<file path="config.mk">
export PLATFORM = sky130hd
export DESIGN_NAME = irq_ctrl
export DESIGN_NICKNAME = d
export VERILOG_FILES = /design/src/rtl/irq_pkg.sv /design/src/rtl/irq_prio_enc.sv /design/src/rtl/irq_ctrl.sv
export SDC_FILE = /design/constraint.sdc
export NUM_CORES = 1
export LEC_CHECK = 0
export ABC_AREA = 1
export CORE_MARGIN = 10
export CORE_UTILIZATION = 40
export CTS_CLUSTER_SIZE = 8
export DETAILED_ROUTE_END_ITERATION = 12
export GPL_ROUTABILITY_DRIVEN = 0
export GPL_TIMING_DRIVEN = 0
export PLACE_DENSITY = 0.81
export SLEW_MARGIN = 20
export SYNTH_ARGS = -nofsm -noshare
export SYNTH_HDL_FRONTEND = slang
export SYNTH_SLANG_ARGS = --single-unit
</file>
<file path="constraint.sdc">
create_clock -name CLK -period 4.2 [get_ports CLK]
set_input_delay 0.84 -clock CLK [delete_from_list [all_inputs] [get_ports CLK]]
set_output_delay 0.84 -clock CLK [all_outputs]
set_load 0.01 [all_outputs]
</file>
<file path="src/rtl/irq_pkg.sv">
// Shared constants and types for the per-hart interrupt controller.
// CSR addresses, mip bit positions/cause codes, write masks and FSM encoding.
package irq_pkg;

  localparam logic [11:0] CSR_MIDELEG = 12'h303;
  localparam logic [11:0] CSR_MIE     = 12'h304;
  localparam logic [11:0] CSR_MIP     = 12'h344;

  // mip/mie bit index doubles as the interrupt cause code.
  localparam logic [3:0] IRQ_SSI = 4'd1;
  localparam logic [3:0] IRQ_MSI = 4'd3;
  localparam logic [3:0] IRQ_STI = 4'd5;
  localparam logic [3:0] IRQ_MTI = 4'd7;
  localparam logic [3:0] IRQ_SEI = 4'd9;
  localparam logic [3:0] IRQ_MEI = 4'd11;

  localparam logic [11:0] MIE_WMASK     = 12'hAAA;
  localparam logic [11:0] MIDELEG_WMASK = 12'h222;
  localparam logic [11:0] MIP_WMASK     = 12'h222;

  localparam logic [1:0] PRIV_U = 2'd0;
  localparam logic [1:0] PRIV_S = 2'd1;
  localparam logic [1:0] PRIV_M = 2'd3;

  typedef enum logic [1:0] {
    ST_IDLE  = 2'd0,
    ST_REQ   = 2'd1,
    ST_BLANK = 2'd2
  } irq_state_e;

endpackage

</file>
<file path="src/rtl/irq_prio_enc.sv">
// Fixed-priority encoder over the eligible interrupt vector.
// Order: MEI > MSI > MTI > SEI > SSI > STI; cause is the winning bit index.
module irq_prio_enc
  import irq_pkg::*;
(
  input  logic [11:0] elig,
  output logic        valid,
  output logic [3:0]  cause
);

  // NOTE: every output gets a default first so no path through the block infers a latch.
  always_comb begin
    valid = 1'b1;
    cause = 4'd0;
    if      (elig[IRQ_MEI]) cause = IRQ_MEI;
    else if (elig[IRQ_MSI]) cause = IRQ_MSI;
    else if (elig[IRQ_MTI]) cause = IRQ_MTI;
    else if (elig[IRQ_SEI]) cause = IRQ_SEI;
    else if (elig[IRQ_SSI]) cause = IRQ_SSI;
    else if (elig[IRQ_STI]) cause = IRQ_STI;
    else                    valid = 1'b0;
  end

endmodule

</file>
<file path="src/rtl/irq_ctrl.sv">
// Per-hart interrupt controller: owns mip/mie/mideleg, arbitrates pending interrupts
// and holds one trap request under a req/ack handshake with a post-ack blackout.
module irq_ctrl
  import irq_pkg::*;
#(
  parameter int unsigned XLEN     = 32,
  parameter int unsigned BLACKOUT = 1
) (
  input  logic            CLK,
  input  logic            RST,
  input  logic            w_mtip,
  input  logic            w_msip,
  input  logic            w_meip,
  input  logic            w_seip,
  input  logic [1:0]      w_priv,
  input  logic            w_mstatus_mie,
  input  logic            w_mstatus_sie,
  input  logic [11:0]     w_csr_addr,
  input  logic            w_csr_we,
  input  logic [XLEN-1:0] w_csr_wdata,
  output logic [XLEN-1:0] w_csr_rdata,
  output logic            w_irq_req,
  output logic [3:0]      w_irq_cause,
  output logic            w_irq_to_s,
  input  logic            w_irq_ack,
  output logic            w_wake
);

  logic [11:0]     mie_q, mie_d;
  logic [11:0]     mideleg_q, mideleg_d;
  logic            ssip_q, ssip_d;
  logic            stip_q, stip_d;
  logic            soft_seip_q, soft_seip_d;
  irq_state_e      state_q, state_d;
  logic [3:0]      cause_q, cause_d;
  logic            to_s_q, to_s_d;
  logic [2:0]      blank_cnt_q, blank_cnt_d;
  logic [XLEN-1:0] rdata_q, rdata_d;
  logic            wake_q, wake_d;

  logic [11:0] mip;
  logic [11:0] pend;
  logic [11:0] m_elig;
  logic [11:0] s_elig;
  logic [11:0] elig;
  logic        m_en;
  logic        s_en;
  logic        enc_valid;
  logic [3:0]  enc_cause;
  logic        wdata_hi_unused;

  // Only the low 12 bits of CSR write data map onto implemented interrupt bits.
  assign wdata_hi_unused = ^w_csr_wdata[XLEN-1:12];

  always_comb begin
    mip          = '0;
    mip[IRQ_SSI] = ssip_q;
    mip[IRQ_MSI] = w_msip;
    mip[IRQ_STI] = stip_q;
    mip[IRQ_MTI] = w_mtip;
    mip[IRQ_SEI] = soft_seip_q | w_seip;
    mip[IRQ_MEI] = w_meip;
  end

  assign pend = mip & mie_q;

  // M-level interrupts preempt any S-level candidate outright.
  assign m_en   = (w_priv != PRIV_M) || w_mstatus_mie;
  assign s_en   = (w_priv == PRIV_U) || ((w_priv == PRIV_S) && w_mstatus_sie);
  assign m_elig = m_en ? (pend & ~mideleg_q) : '0;
  assign s_elig = (s_en && (m_elig == '0)) ? (pend & mideleg_q) : '0;
  assign elig   = m_elig | s_elig;

  irq_prio_enc u_prio_enc (
    .elig  (elig),
    .valid (enc_valid),
    .cause (enc_cause)
  );

  always_comb begin
    state_d     = state_q;
    cause_d     = cause_q;
    to_s_d      = to_s_q;
    blank_cnt_d = blank_cnt_q;
    unique case (state_q)
      ST_IDLE: begin
        if (enc_valid) begin
          state_d = ST_REQ;
          cause_d = enc_cause;
          to_s_d  = (s_elig != '0);
        end
      end
      ST_REQ: begin
        // Ack outranks a simultaneous withdraw condition.
        if (w_irq_ack) begin
          state_d     = ST_BLANK;
          blank_cnt_d = 3'(BLACKOUT - 1);
        end else if (!elig[cause_q]) begin
          state_d = ST_IDLE;
        end
      end
      ST_BLANK: begin
        if (blank_cnt_q == 3'd0) state_d = ST_IDLE;
        else                     blank_cnt_d = blank_cnt_q - 3'd1;
      end
      default: state_d = ST_IDLE;
    endcase
  end

  always_comb begin
    mie_d       = mie_q;
    mideleg_d   = mideleg_q;
    ssip_d      = ssip_q;
    stip_d      = stip_q;
    soft_seip_d = soft_seip_q;
    if (w_csr_we) begin
      unique case (w_csr_addr)
        CSR_MIE:     mie_d     = w_csr_wdata[11:0] & MIE_WMASK;
        CSR_MIDELEG: mideleg_d = w_csr_wdata[11:0] & MIDELEG_WMASK;
        CSR_MIP: begin
          ssip_d      = w_csr_wdata[IRQ_SSI] & MIP_WMASK[IRQ_SSI];
          stip_d      = w_csr_wdata[IRQ_STI] & MIP_WMASK[IRQ_STI];
          soft_seip_d = w_csr_wdata[IRQ_SEI] & MIP_WMASK[IRQ_SEI];
        end
        default: ;
      endcase
    end
  end

  // Read path samples pre-write state, so a same-cycle write is not visible yet.
  always_comb begin
    rdata_d = '0;
    unique case (w_csr_addr)
      CSR_MIE:     rdata_d = XLEN'(mie_q);
      CSR_MIDELEG: rdata_d = XLEN'(mideleg_q);
      CSR_MIP:     rdata_d = XLEN'(mip);
      default:     rdata_d = '0;
    endcase
  end

  assign wake_d = |pend;

  // NOTE: sequential state uses non-blocking assignments so every flop samples pre-edge values.
  always_ff @(posedge CLK) begin
    if (RST) begin
      mie_q       <= '0;
      mideleg_q   <= '0;
      ssip_q      <= 1'b0;
      stip_q      <= 1'b0;
      soft_seip_q <= 1'b0;
      state_q     <= ST_IDLE;
      cause_q     <= '0;
      to_s_q      <= 1'b0;
      blank_cnt_q <= '0;
      rdata_q     <= '0;
      wake_q      <= 1'b0;
    end else begin
      mie_q       <= mie_d;
      mideleg_q   <= mideleg_d;
      ssip_q      <= ssip_d;
      stip_q      <= stip_d;
      soft_seip_q <= soft_seip_d;
      state_q     <= state_d;
      cause_q     <= cause_d;
      to_s_q      <= to_s_d;
      blank_cnt_q <= blank_cnt_d;
      rdata_q     <= rdata_d;
      wake_q      <= wake_d;
    end
  end

  assign w_irq_req   = (state_q == ST_REQ);
  assign w_irq_cause = cause_q;
  assign w_irq_to_s  = to_s_q;
  assign w_csr_rdata = rdata_q;
  assign w_wake      = wake_q;

endmodule
</file>
==> results_tabular.tex <==
\begin{tabular}{lr}
\hline
Metric & Value \\
\hline
\multicolumn{2}{l}{\textbf{Critical path}} \\
\quad R2R cell count & 11 \\
\quad Arrival time at the worst endpoint & 2.53 ns \\
\quad Maximum fanout along the worst path & 9 \\
\quad Element type at the critical path start & input pin \\
\quad Critical path data required time & 4.37 ns \\
\quad Critical path type & input pin to register \\
\quad Crit end category & register \\
\multicolumn{2}{l}{\textbf{CTS}} \\
\quad Maximum buffer depth of the clock tree & 2 \\
\quad Number of clock buffers inserted by TritonCTS & 5 \\
\quad TritonCTS clock tree & yes \\
\quad Number of post-CTS setup repair buffers & 0 \\
\quad Worst-Skew Late Latency & 0.28 ns \\
\quad Hold buffers post-CTS & 0 \\
\quad Clock Pin Slew Worst Setup and Hold Paths & 0.05 ns \\
\quad Cts repair resizes & 0 \\
\quad CTS H-tree lvls & 2 \\
\quad CTS root buf & clkbuf\_8 \\
\quad Clk sinks & 29 \\
\multicolumn{2}{l}{\textbf{Placement}} \\
\quad HPWL Detailed & 3865 um \\
\quad Cell area after placement & 2429 um\^{}2 \\
\quad Total of buffers placed on input and output ports & 42 \\
\quad Pre-CTS WS & 1.545 ns \\
\multicolumn{2}{l}{\textbf{Floorplanning}} \\
\quad Die extent in x & 88.00 um \\
\quad Die H & 88.00 um \\
\quad Row count & 24 \\
\quad Core region area & 4414 um\^{}2 \\
\quad Boundary pin count & 95 \\
\quad Starting Density & 0.4189 \\
\quad Total Die Area & 7743 um\^{}2 \\
\multicolumn{2}{l}{\textbf{Pwr}} \\
\quad PD cells & 281.6 nW/um\^{}2 \\
\quad Worst IR drop on VDD & 0.1214 mV \\
\quad Cell leakage power & 1.146 nW \\
\multicolumn{2}{l}{\textbf{Hold path}} \\
\quad Cell count of the worst hold path & 2 \\
\quad Type of the worst min-delay path & register to register \\
\multicolumn{2}{l}{\textbf{STA}} \\
\quad Final worst hold slack & 0.4662 ns \\
\quad Ratio of final minimum period to clock period & 0.5611 \\
\quad Final worst slack & 1.843 ns \\
\quad Final count of hold timing violations & 0 \\
\quad Max-slew violations & 0 \\
\quad RSZ-0062 raised after global routing & no \\
\quad Setup Viol. Count Final & 0 \\
\quad Clock skew & 0.009097 ns \\
\quad Aggregate negative setup slack & 0 ns \\
\quad Timing-limited maximum frequency & 424.3 MHz \\
\quad Fin crit period & 2.357 ns \\
\multicolumn{2}{l}{\textbf{Yosys}} \\
\quad Share of synthesized cell area in full adder, half adder and majority cells & 0.03383 \\
\quad Synthesized instance count & 267 \\
\quad Library cells used by synthesis & 33 \\
\quad Mean post-synth cell area & 6.926 um\^{}2 \\
\quad Area share of xor/xnor cells in the synthesized design & 0 \\
\quad Combined area of all synthesized cells & 1849 um\^{}2 \\
\quad Synthesized-area fraction occupied by and/or/nand/nor cells & 0.3160 \\
\quad Dominant combinational cell family by area after synthesis & simple AND/OR/NAND/NOR gates \\
\quad Fraction of the yosys area taken by sequential cells & 0.3139 \\
\quad Multiplexer share of the synthesized area & 0 \\
\quad Synthesis-stage register bit count & 29 \\
\quad Post-synthesis compound-gate area fraction & 0.1387 \\
\quad Number of warnings reported in the yosys synthesis log & 0 \\
\multicolumn{2}{l}{\textbf{Cells and area}} \\
\quad Cell area after layout & 2515 um\^{}2 \\
\quad Area added between synthesis and finish & 35.99\% \\
\quad Layout net count & 402 \\
\quad ANT cells & 0 \\
\quad Fraction of final layout cells sized beyond drive strength 1 & 0.1554 \\
\multicolumn{2}{l}{\textbf{Detailed routing}} \\
\quad Detailed Routing Iterations Pass 1 & 4 \\
\quad Total Routed Length & 4620 um \\
\quad Met3 WL & 359 um \\
\quad Detailed-route DRC error count & 0 \\
\quad Total number of vias & 1766 \\
\quad Top routing layer in use & met4 \\
\quad Routed length on met2 & 2206 um \\
\quad Mean number of vias per cell & 4.494 \\
\quad Violation count after the first detailed-routing iteration & 74 \\
\quad Antenna Nets Post-Route & 0 \\
\quad Average detailed-routed wire length per instance & 11.76 um \\
\quad Length of routed wiring on met1 & 1984 um \\
\multicolumn{2}{l}{\textbf{Global routing}} \\
\quad Global-route congestion overflow total & 0 \\
\quad Largest net degree at the start of global routing & 11 \\
\quad First-pass GRT wire length & 7907 um \\
\quad Antenna violations before repair & 0 \\
\quad Via count of the first global-routing pass & 1817 \\
\quad Global-route usage over all layers & 0.1255 \\
\multicolumn{2}{l}{\textbf{Run status}} \\
\quad Run status & finished, final reports clean \\
\multicolumn{2}{l}{\textbf{Run}} \\
\quad Max\_cap viols & 0 \\
\hline
\end{tabular}
==> sequential cells by signal, indices dropped and copies added (netlist names), 2 cells and up <==
signal / count
mie_q: 6
w_csr_rdata: 6
w_irq_cause: 4
blank_cnt_q: 3
mideleg_q: 3
state_q: 2
==> where the power goes <==
group	leakage [nW]	switching, mW	internal (mW)
clock	0.0443	0.102	0.130
combinational	0.867	0.0948	0.0842
sequential	0.234	0.00837	0.289
total	1.15	0.205	0.503
==> cell usage in the layout (no fill, tap or decap), types with 2 or more instances in the layout <==
cell type        count
and3_1               2
nand4_2              3
nor2_4               3
inv_1               41
dfxtp_1             29
ha_1                 5
nor2_1              42
o21ai_1              5
nor2_2               3
o21ai_0              9
nand2_2              5
a21oi_1             13
o22ai_1              2
nor4_1               2
buf_4               26
clkbuf_1             2
nand3_1             16
conb_1              26
a211oi_1             8
clkbuf_8             6
nand2_1             38
clkdlybuf4s50_1     42
==> path summary, 6_finish.rpt <==
path | end | slack [ns] | startpoint
setup / recovery | w_irq_cause[2] | 1.84 | w_priv[1]
hold / removal | blank_cnt_q[0] | 0.47 | blank_cnt_q[0]
setup reg to reg | state_q[1] | 2.56 | mie_q[9]
hold reg to reg | blank_cnt_q[0] | 0.47 | blank_cnt_q[0]
==> stage by stage <==
| stage | util | instances | power (mW) |
|---|---|---|---|
| CTS | 0.5697 | 393 | 0.7139 |
| global placement | 0.5502 | 386 | 0.4728 |
| floorplan | - | 292 | 0.4235 |
| finish | 0.5697 | 393 | 0.7082 |
| detailed placement | 0.5502 | 386 | 0.4808 |
| global route | 0.5697 | 393 | 0.7587 |
==> worst max-delay path, stage by stage <==
cell and delay, ns:
clkdlybuf4s50_1 0.55, nand2_2 0.09, nor2_4 0.15, nor2_2 0.07
nor2_4 0.14, nand4_2 0.14, nand2_2 0.11, nor3_2 0.06
nor2_4 0.20, nand2_1 0.08, nand2_1 0.06, nor2_1 0.04
==> cells by family after synthesis <==
| group | Yosys count |
|---|---|
| buf+inv | 70 |
| other cells | 1 |
| fa+ha+maj | 5 |
| compound gates | 43 |
| flops | 29 |
| simple gates | 119 |
==> final cells by class <==
type                       count  area, um^2
fill                         432        1899
multi-input combinational    193        1001
sequential                    29       580.6
timing repair buffer          42       420.4
buffer                        28       203.9
inverter                      42       157.7
clock buffer                   7       86.33
tap                           52       65.06
==> Yosys cell counts <==
cell | instances | area (um^2)
a21oi_1 | 13 | 65.06
a21oi_2 | 1 | 8.760
buf_2 | 1 | 5.000
nand3_2 | 1 | 10.01
nand2_1 | 38 | 142.6
dfxtp_1 | 29 | 580.6
o211ai_1 | 1 | 7.510
a41oi_1 | 1 | 8.760
inv_1 | 41 | 153.9
a211oi_1 | 8 | 60.06
nand4_2 | 3 | 37.54
o21ai_1 | 5 | 25.02
nor4_1 | 2 | 12.51
nor2_1 | 42 | 157.7
clkinv_1 | 1 | 3.750
o21ai_0 | 9 | 45.04
nand3b_1 | 1 | 7.510
nor2_2 | 3 | 18.77
nand3_4 | 1 | 17.52
nor4_2 | 1 | 12.51
nand3_1 | 16 | 80.08
clkbuf_1 | 1 | 3.750
ha_1 | 5 | 62.56
a31oi_1 | 1 | 6.260
conb_1 | 1 | 3.750
nor3_2 | 1 | 10.01
o21ai_2 | 1 | 8.760
o22ai_1 | 2 | 12.51
buf_4 | 26 | 195.2
and3_1 | 2 | 12.51
nor2_4 | 3 | 33.78
nand2_2 | 5 | 31.28
o221ai_1 | 1 | 8.760
==> routing by layer <==
metal	track usage	vias up
li1	-	951
met1	0.1377	755
met2	0.2149	54
met3	0.04457	6
met4	0.05072	0
met5	0	-
No activity file was read; power rests on OpenSTA's default activity.
